[src/rtl/dmem_pkg.sv]
// Shared encodings and lane helpers for the byte-laned data memory controller.
package dmem_pkg;

  localparam logic [1:0] SZ_BYTE = 2'b00;
  localparam logic [1:0] SZ_HALF = 2'b01;
  localparam logic [1:0] SZ_WORD = 2'b10;
  localparam logic [1:0] SZ_ILL  = 2'b11;

  typedef enum logic [1:0] {
    ST_IDLE   = 2'b00,
    ST_ACCESS = 2'b01,
    ST_RESP   = 2'b10
  } state_e;

  function automatic logic [3:0] lane_mask(input logic [1:0] size, input logic [1:0] lo);
    case (size)
      SZ_BYTE: lane_mask = 4'b0001 << lo;
      SZ_HALF: lane_mask = lo[1] ? 4'b1100 : 4'b0011;
      SZ_WORD: lane_mask = 4'b1111;
      default: lane_mask = 4'b0000;
    endcase
  endfunction

  function automatic logic misaligned(input logic [1:0] size, input logic [1:0] lo);
    case (size)
      SZ_HALF: misaligned = lo[0];
      SZ_WORD: misaligned = |lo;
      default: misaligned = 1'b0;
    endcase
  endfunction

  function automatic logic [31:0] store_data(input logic [1:0] size, input logic [31:0] wdata);
    case (size)
      SZ_BYTE: store_data = {4{wdata[7:0]}};
      SZ_HALF: store_data = {2{wdata[15:0]}};
      default: store_data = wdata;
    endcase
  endfunction

endpackage

[src/rtl/dmem_ctrl_if.sv]
// Request/response and DMem bank bus of the load/store controller.
interface dmem_ctrl_if #(
  parameter int ADDR_W = 8
) ();

  logic              req_valid;
  logic              req_ready;
  logic              req_we;
  logic [1:0]        req_size;
  logic              req_signed;
  logic [ADDR_W-1:0] req_addr;
  logic [31:0]       req_wdata;
  logic              rsp_valid;
  logic [31:0]       rsp_rdata;
  logic              rsp_err;
  logic [ADDR_W-3:0] mem_addr;
  logic [3:0]        mem_we;
  logic [31:0]       mem_wdata;
  logic [31:0]       mem_rdata;

  modport slave (
    input  req_valid, req_we, req_size, req_signed, req_addr, req_wdata, mem_rdata,
    output req_ready, rsp_valid, rsp_rdata, rsp_err, mem_addr, mem_we, mem_wdata
  );

  modport master (
    output req_valid, req_we, req_size, req_signed, req_addr, req_wdata, mem_rdata,
    input  req_ready, rsp_valid, rsp_rdata, rsp_err, mem_addr, mem_we, mem_wdata
  );

endinterface

[src/rtl/dmem_load_align.sv]
// Load formatting: picks the addressed byte/half out of the bank word and extends it to 32 bits.
module dmem_load_align
  import dmem_pkg::*;
(
  input  logic [31:0] rdata_i,
  input  logic [1:0]  size_i,
  input  logic [1:0]  lo_i,
  input  logic        sgn_i,
  output logic [31:0] data_o
);

  logic [7:0]  byte_s;
  logic [15:0] half_s;

  // Lane select followed by sign or zero extension
  always_comb begin
    byte_s = rdata_i[{lo_i, 3'b000} +: 8];
    half_s = rdata_i[{lo_i[1], 4'b0000} +: 16];
    case (size_i)
      SZ_BYTE: data_o = {{24{sgn_i & byte_s[7]}}, byte_s};
      SZ_HALF: data_o = {{16{sgn_i & half_s[15]}}, half_s};
      SZ_WORD: data_o = rdata_i;
      default: data_o = 32'h0000_0000;
    endcase
  end

endmodule

[src/rtl/dmem_ctrl.sv]
// Load/store sequencer for four byte-lane DMem banks: IDLE -> ACCESS -> RESP, errors skip ACCESS.
// Define DMEM_CTRL_MISALIGN_TRAP_EN to reject misaligned half/word requests instead of ignoring low address bits.
module dmem_ctrl
  import dmem_pkg::*;
#(
  parameter int ADDR_W = 8
) (
  input  logic       clk,
  input  logic       rst,
  dmem_ctrl_if.slave bus
);

  state_e            state_q;
  logic              we_q;
  logic [1:0]        size_q;
  logic              sgn_q;
  logic [1:0]        lo_q;
  logic [ADDR_W-3:0] mem_addr_q;
  logic [3:0]        mem_we_q;
  logic [31:0]       mem_wdata_q;
  logic              rsp_valid_q;
  logic              rsp_err_q;

  logic              err_d;
  logic [3:0]        mask_d;
  logic [31:0]       wdata_d;
  logic [31:0]       load_data;

`ifdef DMEM_CTRL_MISALIGN_TRAP_EN
  assign err_d = (bus.req_size == SZ_ILL) || misaligned(bus.req_size, bus.req_addr[1:0]);
`else
  assign err_d = (bus.req_size == SZ_ILL);
`endif

  // Store lane mask and lane-replicated data for the incoming request
  always_comb begin
    mask_d  = lane_mask(bus.req_size, bus.req_addr[1:0]);
    wdata_d = store_data(bus.req_size, bus.req_wdata);
  end

  // Request sequencing; every bus output except the load data is a register
  always_ff @(posedge clk or posedge rst) begin
    if (rst) begin
      state_q     <= ST_IDLE;
      we_q        <= 1'b0;
      size_q      <= SZ_BYTE;
      sgn_q       <= 1'b0;
      lo_q        <= 2'b00;
      mem_addr_q  <= '0;
      mem_we_q    <= 4'b0000;
      mem_wdata_q <= 32'h0000_0000;
      rsp_valid_q <= 1'b0;
      rsp_err_q   <= 1'b0;
    end else begin
      case (state_q)
        ST_IDLE: begin
          mem_we_q    <= 4'b0000;
          rsp_valid_q <= 1'b0;
          rsp_err_q   <= 1'b0;
          if (bus.req_valid) begin
            we_q   <= bus.req_we;
            size_q <= bus.req_size;
            sgn_q  <= bus.req_signed;
            lo_q   <= bus.req_addr[1:0];
            if (err_d) begin
              // Rejected requests never touch the banks and answer one cycle early
              state_q     <= ST_RESP;
              rsp_valid_q <= 1'b1;
              rsp_err_q   <= 1'b1;
            end else begin
              state_q     <= ST_ACCESS;
              mem_addr_q  <= bus.req_addr[ADDR_W-1:2];
              mem_we_q    <= bus.req_we ? mask_d : 4'b0000;
              mem_wdata_q <= wdata_d;
            end
          end
        end
        ST_ACCESS: begin
          state_q     <= ST_RESP;
          mem_we_q    <= 4'b0000;
          rsp_valid_q <= 1'b1;
          rsp_err_q   <= 1'b0;
        end
        ST_RESP: begin
          state_q     <= ST_IDLE;
          rsp_valid_q <= 1'b0;
          rsp_err_q   <= 1'b0;
        end
        default: begin
          state_q     <= ST_IDLE;
          mem_we_q    <= 4'b0000;
          rsp_valid_q <= 1'b0;
          rsp_err_q   <= 1'b0;
        end
      endcase
    end
  end

  dmem_load_align u_load_align (
    .rdata_i (bus.mem_rdata),
    .size_i  (size_q),
    .lo_i    (lo_q),
    .sgn_i   (sgn_q),
    .data_o  (load_data)
  );

  assign bus.req_ready = (state_q == ST_IDLE) && !rst;
  assign bus.rsp_valid = rsp_valid_q;
  assign bus.rsp_err   = rsp_err_q;
  assign bus.rsp_rdata = (rsp_valid_q && !we_q && !rsp_err_q) ? load_data : 32'h0000_0000;
  assign bus.mem_addr  = mem_addr_q;
  assign bus.mem_we    = mem_we_q;
  assign bus.mem_wdata = mem_wdata_q;

endmodule
[src/flat_wrapper.sv]
// flat-port wrapper written by rule: the top's interface ports become plain ports
module dmem_ctrl_flat import dmem_pkg::*;
#(
  parameter int ADDR_W = 8
)
  (clk, rst, bus_req_valid, bus_req_we, bus_req_size, bus_req_signed, bus_req_addr, bus_req_wdata, bus_mem_rdata, bus_req_ready, bus_rsp_valid, bus_rsp_rdata, bus_rsp_err, bus_mem_addr, bus_mem_we, bus_mem_wdata);
  dmem_ctrl_if #(.ADDR_W(ADDR_W)) bus_i ();
  input  logic clk;
  input  logic rst;
  input wire logic [$bits(bus_i.req_valid)-1:0] bus_req_valid;
  input wire logic [$bits(bus_i.req_we)-1:0] bus_req_we;
  input wire logic [$bits(bus_i.req_size)-1:0] bus_req_size;
  input wire logic [$bits(bus_i.req_signed)-1:0] bus_req_signed;
  input wire logic [$bits(bus_i.req_addr)-1:0] bus_req_addr;
  input wire logic [$bits(bus_i.req_wdata)-1:0] bus_req_wdata;
  input wire logic [$bits(bus_i.mem_rdata)-1:0] bus_mem_rdata;
  output wire logic [$bits(bus_i.req_ready)-1:0] bus_req_ready;
  output wire logic [$bits(bus_i.rsp_valid)-1:0] bus_rsp_valid;
  output wire logic [$bits(bus_i.rsp_rdata)-1:0] bus_rsp_rdata;
  output wire logic [$bits(bus_i.rsp_err)-1:0] bus_rsp_err;
  output wire logic [$bits(bus_i.mem_addr)-1:0] bus_mem_addr;
  output wire logic [$bits(bus_i.mem_we)-1:0] bus_mem_we;
  output wire logic [$bits(bus_i.mem_wdata)-1:0] bus_mem_wdata;
  assign bus_i.req_valid = bus_req_valid;
  assign bus_i.req_we = bus_req_we;
  assign bus_i.req_size = bus_req_size;
  assign bus_i.req_signed = bus_req_signed;
  assign bus_i.req_addr = bus_req_addr;
  assign bus_i.req_wdata = bus_req_wdata;
  assign bus_i.mem_rdata = bus_mem_rdata;
  assign bus_req_ready = bus_i.req_ready;
  assign bus_rsp_valid = bus_i.rsp_valid;
  assign bus_rsp_rdata = bus_i.rsp_rdata;
  assign bus_rsp_err = bus_i.rsp_err;
  assign bus_mem_addr = bus_i.mem_addr;
  assign bus_mem_we = bus_i.mem_we;
  assign bus_mem_wdata = bus_i.mem_wdata;
  dmem_ctrl #(.ADDR_W(ADDR_W)) u_core (.clk(clk), .rst(rst), .bus(bus_i));
endmodule
[config.mk]
export PLATFORM = sky130hd
export DESIGN_NAME = dmem_ctrl_flat
export DESIGN_NICKNAME = d
export VERILOG_FILES = /design/src/rtl/dmem_pkg.sv /design/src/rtl/dmem_ctrl_if.sv /design/src/rtl/dmem_load_align.sv /design/src/rtl/dmem_ctrl.sv /design/src/flat_wrapper.sv
export SDC_FILE = /design/constraint.sdc
export NUM_CORES = 1
export LEC_CHECK = 0
export CORE_ASPECT_RATIO = 0.5
export CORE_UTILIZATION = 46
export DETAILED_ROUTE_END_ITERATION = 8
export GPL_ROUTABILITY_DRIVEN = 0
export PLACE_DENSITY = 0.93
export SYNTH_ARGS = -nofsm -noshare
export SYNTH_HDL_FRONTEND = slang
export SYNTH_HIERARCHICAL = 1
export SYNTH_SLANG_ARGS = --single-unit
[constraint.sdc]
create_clock -name clk -period 3 [get_ports clk]
set_clock_uncertainty 0.1 [all_clocks]
set_input_delay 0.45 -clock clk [delete_from_list [all_inputs] [get_ports clk]]
set_output_delay 0.45 -clock clk [all_outputs]
set_load 0.01 [all_outputs]
==> out/qor.yml <==
outcome:
  outcome: "finished, violations left"
  violations: "design-rule violations"
power:
  cellLeakagePower_nw: 2.141
  ir_drop_uv: 398.7
  p_switching_mw: 1.017
  seqPwrFrac_pct: 33.0
  swShare_pct: 33.11
  power.internal_mw: 2.055
  pwr-share-clk_pct: 20.8
  comb_power_share_pct: 46.3
  powerDensity_nw_per_um2: 585.6
timing:
  worst_pin_slew_ns: 0.9872
  slew_headroom_pct: 34.19
  setup_violations: 0
  max_freq_mhz: 345.1
  post-route-min-period_ns: 2.898
  fin_ws_ns: 0.1023
  setup_tns_ns: 0
  finalHoldViolCount: 0
  slew_violations: 0
  period_share_pct: 96.59
  rsz0062_at_grt: "false"
route:
  drtIter0Drc: 399
  remaining_drc_errors: 22
  routed-via-count: 3365
  ant_nets: 0
  firstDrtPassIters: 7
  wl_um: 10530
  wire_per_inst_um: 17.43
  viasPerCell: 5.571
critical_path:
  crit_family: "buffers and inverters"
  setup.worst_path.start_class: "input port"
  path_depth: 7
  r2r_slack_ns: 1.01
  worst_path_largest_cell_delay_ns: 0.47
  cp-end-kind: "output port"
  reg2regPathDepth: 3
  critPathRequiredTime_ns: 2.45
  crit_arrival_ns: 2.35
  setup.worst_path.class: "in -> out"
  cpMostUsedCell: "clkdlybuf4s50_1"
  r2r_start: "u_core/state_q[1]"
  crit_chain: "clkdlybuf4s50_1 -> mux2_4 -> a22oi_2 -> buf_4 -> o221ai_1 -> and2_1 -> clkdlybuf4s50_1"
  cp_max_fo: 8
  r2r_end: "u_core/bus.mem_wdata[14]"
  crit_buf_inv: 3
  cp_slowest_cell: "clkdlybuf4s50_1"
placed_design:
  dp_slack_ns: 0.05496
  io_buffers: 155
  place_hpwl_um: 7733
  dp.cells: 594
global_route:
  track_usage_pct: 27.08
  grt_max_degree: 33
  grt_overflow_total: 0
  antenna_found_initial: 0
  grt_pass1_wl_um: 16990
  grt_pass1_vias: 3375
yosys:
  avgSynthCellArea_sq_um: 9.396
  yosys_warnings: 6
  synth_top_area_share_pct: 37.53
  ys_top_cells_by_area: "dfrtp_1, mux2i_1, o21ai_0, and2_1, mux2_4"
  synth_commonest_cells: "dfrtp_1, o21ai_0, nand2_1, and2_1, mux2i_1"
  ys_ff_latch: 52
  syn_inst: 369
  ys.flop_type: "dfrtp_1"
  yosys.area.top_type: "dfrtp_1"
  ys_seq_area_share_pct: 37.53
  async_reset_ff_share_pct: 100.0
  synth-edff-count: 0
  syn-num-nets: 448
  yosysMostFrequentCell: "dfrtp_1"
  yosys.cell_types.count: 44
  synth_area_sq_um: 3467
clock_network:
  clockBufferDepth: 2
  tritoncts: "built"
  clk_latency_ns: 0.28
  clk_pin_slew_ns: 0.07
  post_cts_resized: 0
  ctsHtreeMaxLevel: 2
  clock-root-buffer: "clkbuf_16"
  numCtsBuffers: 5
  cts.sink_count: 52
job:
  drv_cap: 0
layout:
  antenna_cells: 0
  final_util_pct: 75.08
  fin_cells: 604
  final_net_count: 590
  drive_gt1_share_pct: 10.55
  synthToLayoutAreaGrowth_pct: 51.35
floorplan:
  fp.dieArea_sq_um: 7909
  core_area_sq_um: 6989
  die_x_um: 124.8
  pin_count: 156
  die_height_um: 63.39
  num_rows: 21
  start_util_pct: 49.61
hold_path:
  worstHoldPathType: "reg -> reg"
  whs_path_depth: 2
  hold_start: "u_core/bus.mem_we[0]"
  whs_endpoint: "u_core/bus.mem_we[0]"
-- worst max path at each step --
stage                          start           endpoint  slack (ns)
floorplan           u_core/size_q[0]   bus_rsp_rdata[0]        1.05
global placement    bus_mem_rdata[7]   bus_rsp_rdata[8]        0.07
detailed placement  bus_mem_rdata[7]  bus_rsp_rdata[12]        0.05
CTS                 bus_mem_rdata[7]  bus_rsp_rdata[12]        0.05
global route        u_core/size_q[1]  bus_rsp_rdata[15]        0.02
finish              bus_mem_rdata[7]  bus_rsp_rdata[12]        0.10
-- what timing repair did --
item,CTS,global route
buffers inserted,0,2
endpoints found under the setup margin,0,18
hold buffers,0,0
-- power groups by stage --
stage               combinational (mW)  clock [mW]  sequential, mW
finish                            1.42       0.638            1.01
global route                      1.53       0.686            1.04
detailed placement                1.39           0            1.02
global placement                  1.36           0            1.01
floorplan                        0.702           0            1.06
CTS                               1.39       0.642            1.01
-- registers in the layout, summed over array words and instances (netlist names) --
name	flops
u_core/bus.rsp_err	1
u_core/sgn_q	1
u_core/state_q	2
u_core/we_q	1
u_core/lo_q	2
u_core/bus.mem_wdata	32
u_core/size_q	2
u_core/bus.mem_addr	6
u_core/bus.mem_we	4
u_core/bus.rsp_valid	1
-- final cells by class --
cell class,instances,area (sq um)
Multi-Input combinational cell,280,1972
Clock inverter,2,35.03
Tap cell,92,115.1
Inverter,3,13.76
Fill cell,526,1742
Timing Repair Buffer,169,1682
Sequential cell,52,1301
Clock buffer,6,128.9
-- layer usage --
metal	GRT usage [%]	vias up	wire, um
met5	0	-	0
met4	6.636	0	192
li1	-	1602	-
met3	4.333	18	818
met2	46.00	161	4893
met1	36.37	1584	4620
-- cells by family after synthesis --
| family | after synthesis | share of synthesized area (%) |
|---|---|---|
| AO/OA/AOI/OAI | 106 | 20.28 |
| buffers and inverters | 37 | 5.738 |
| flip-flops | 52 | 37.53 |
| multiplexers | 48 | 15.99 |
| AND/OR/NAND/NOR | 126 | 20.46 |
-- tightest hold or removal path, cell delays in order, from the launching register on --
cell and delay, ns:
dfrtp_1 0.35, nand2_1 0.05, o21ai_0 0.06
-- layout by cell type, fill, tap and decap left out, types with 6 or more instances in the layout --
cell             instances
a21oi_1                 10
a32oi_1                  8
and2_1                  33
buf_4                   12
clkdlybuf4s50_1        155
dfrtp_1                 52
mux2_4                  11
mux2i_1                 31
nand2_1                 44
nand2b_1                19
nand3b_1                 9
o211ai_1                 9
o21ai_0                 49
o221ai_1                 7
o22ai_2                  6
o2bb2ai_1                7
-- metrics by stage --
stage | hold WS [ns] | cell area, sq um | power, mW
floorplan | 0.3467 | 3467 | 1.766
global placement | 0.3724 | 5056 | 2.374
detailed placement | 0.3801 | 5056 | 2.408
CTS | 0.3966 | 5220 | 3.049
global route | 0.4102 | 5248 | 3.248
finish | 0.3943 | 5248 | 3.073
Note: power is estimated with default switching activity, not from simulation.
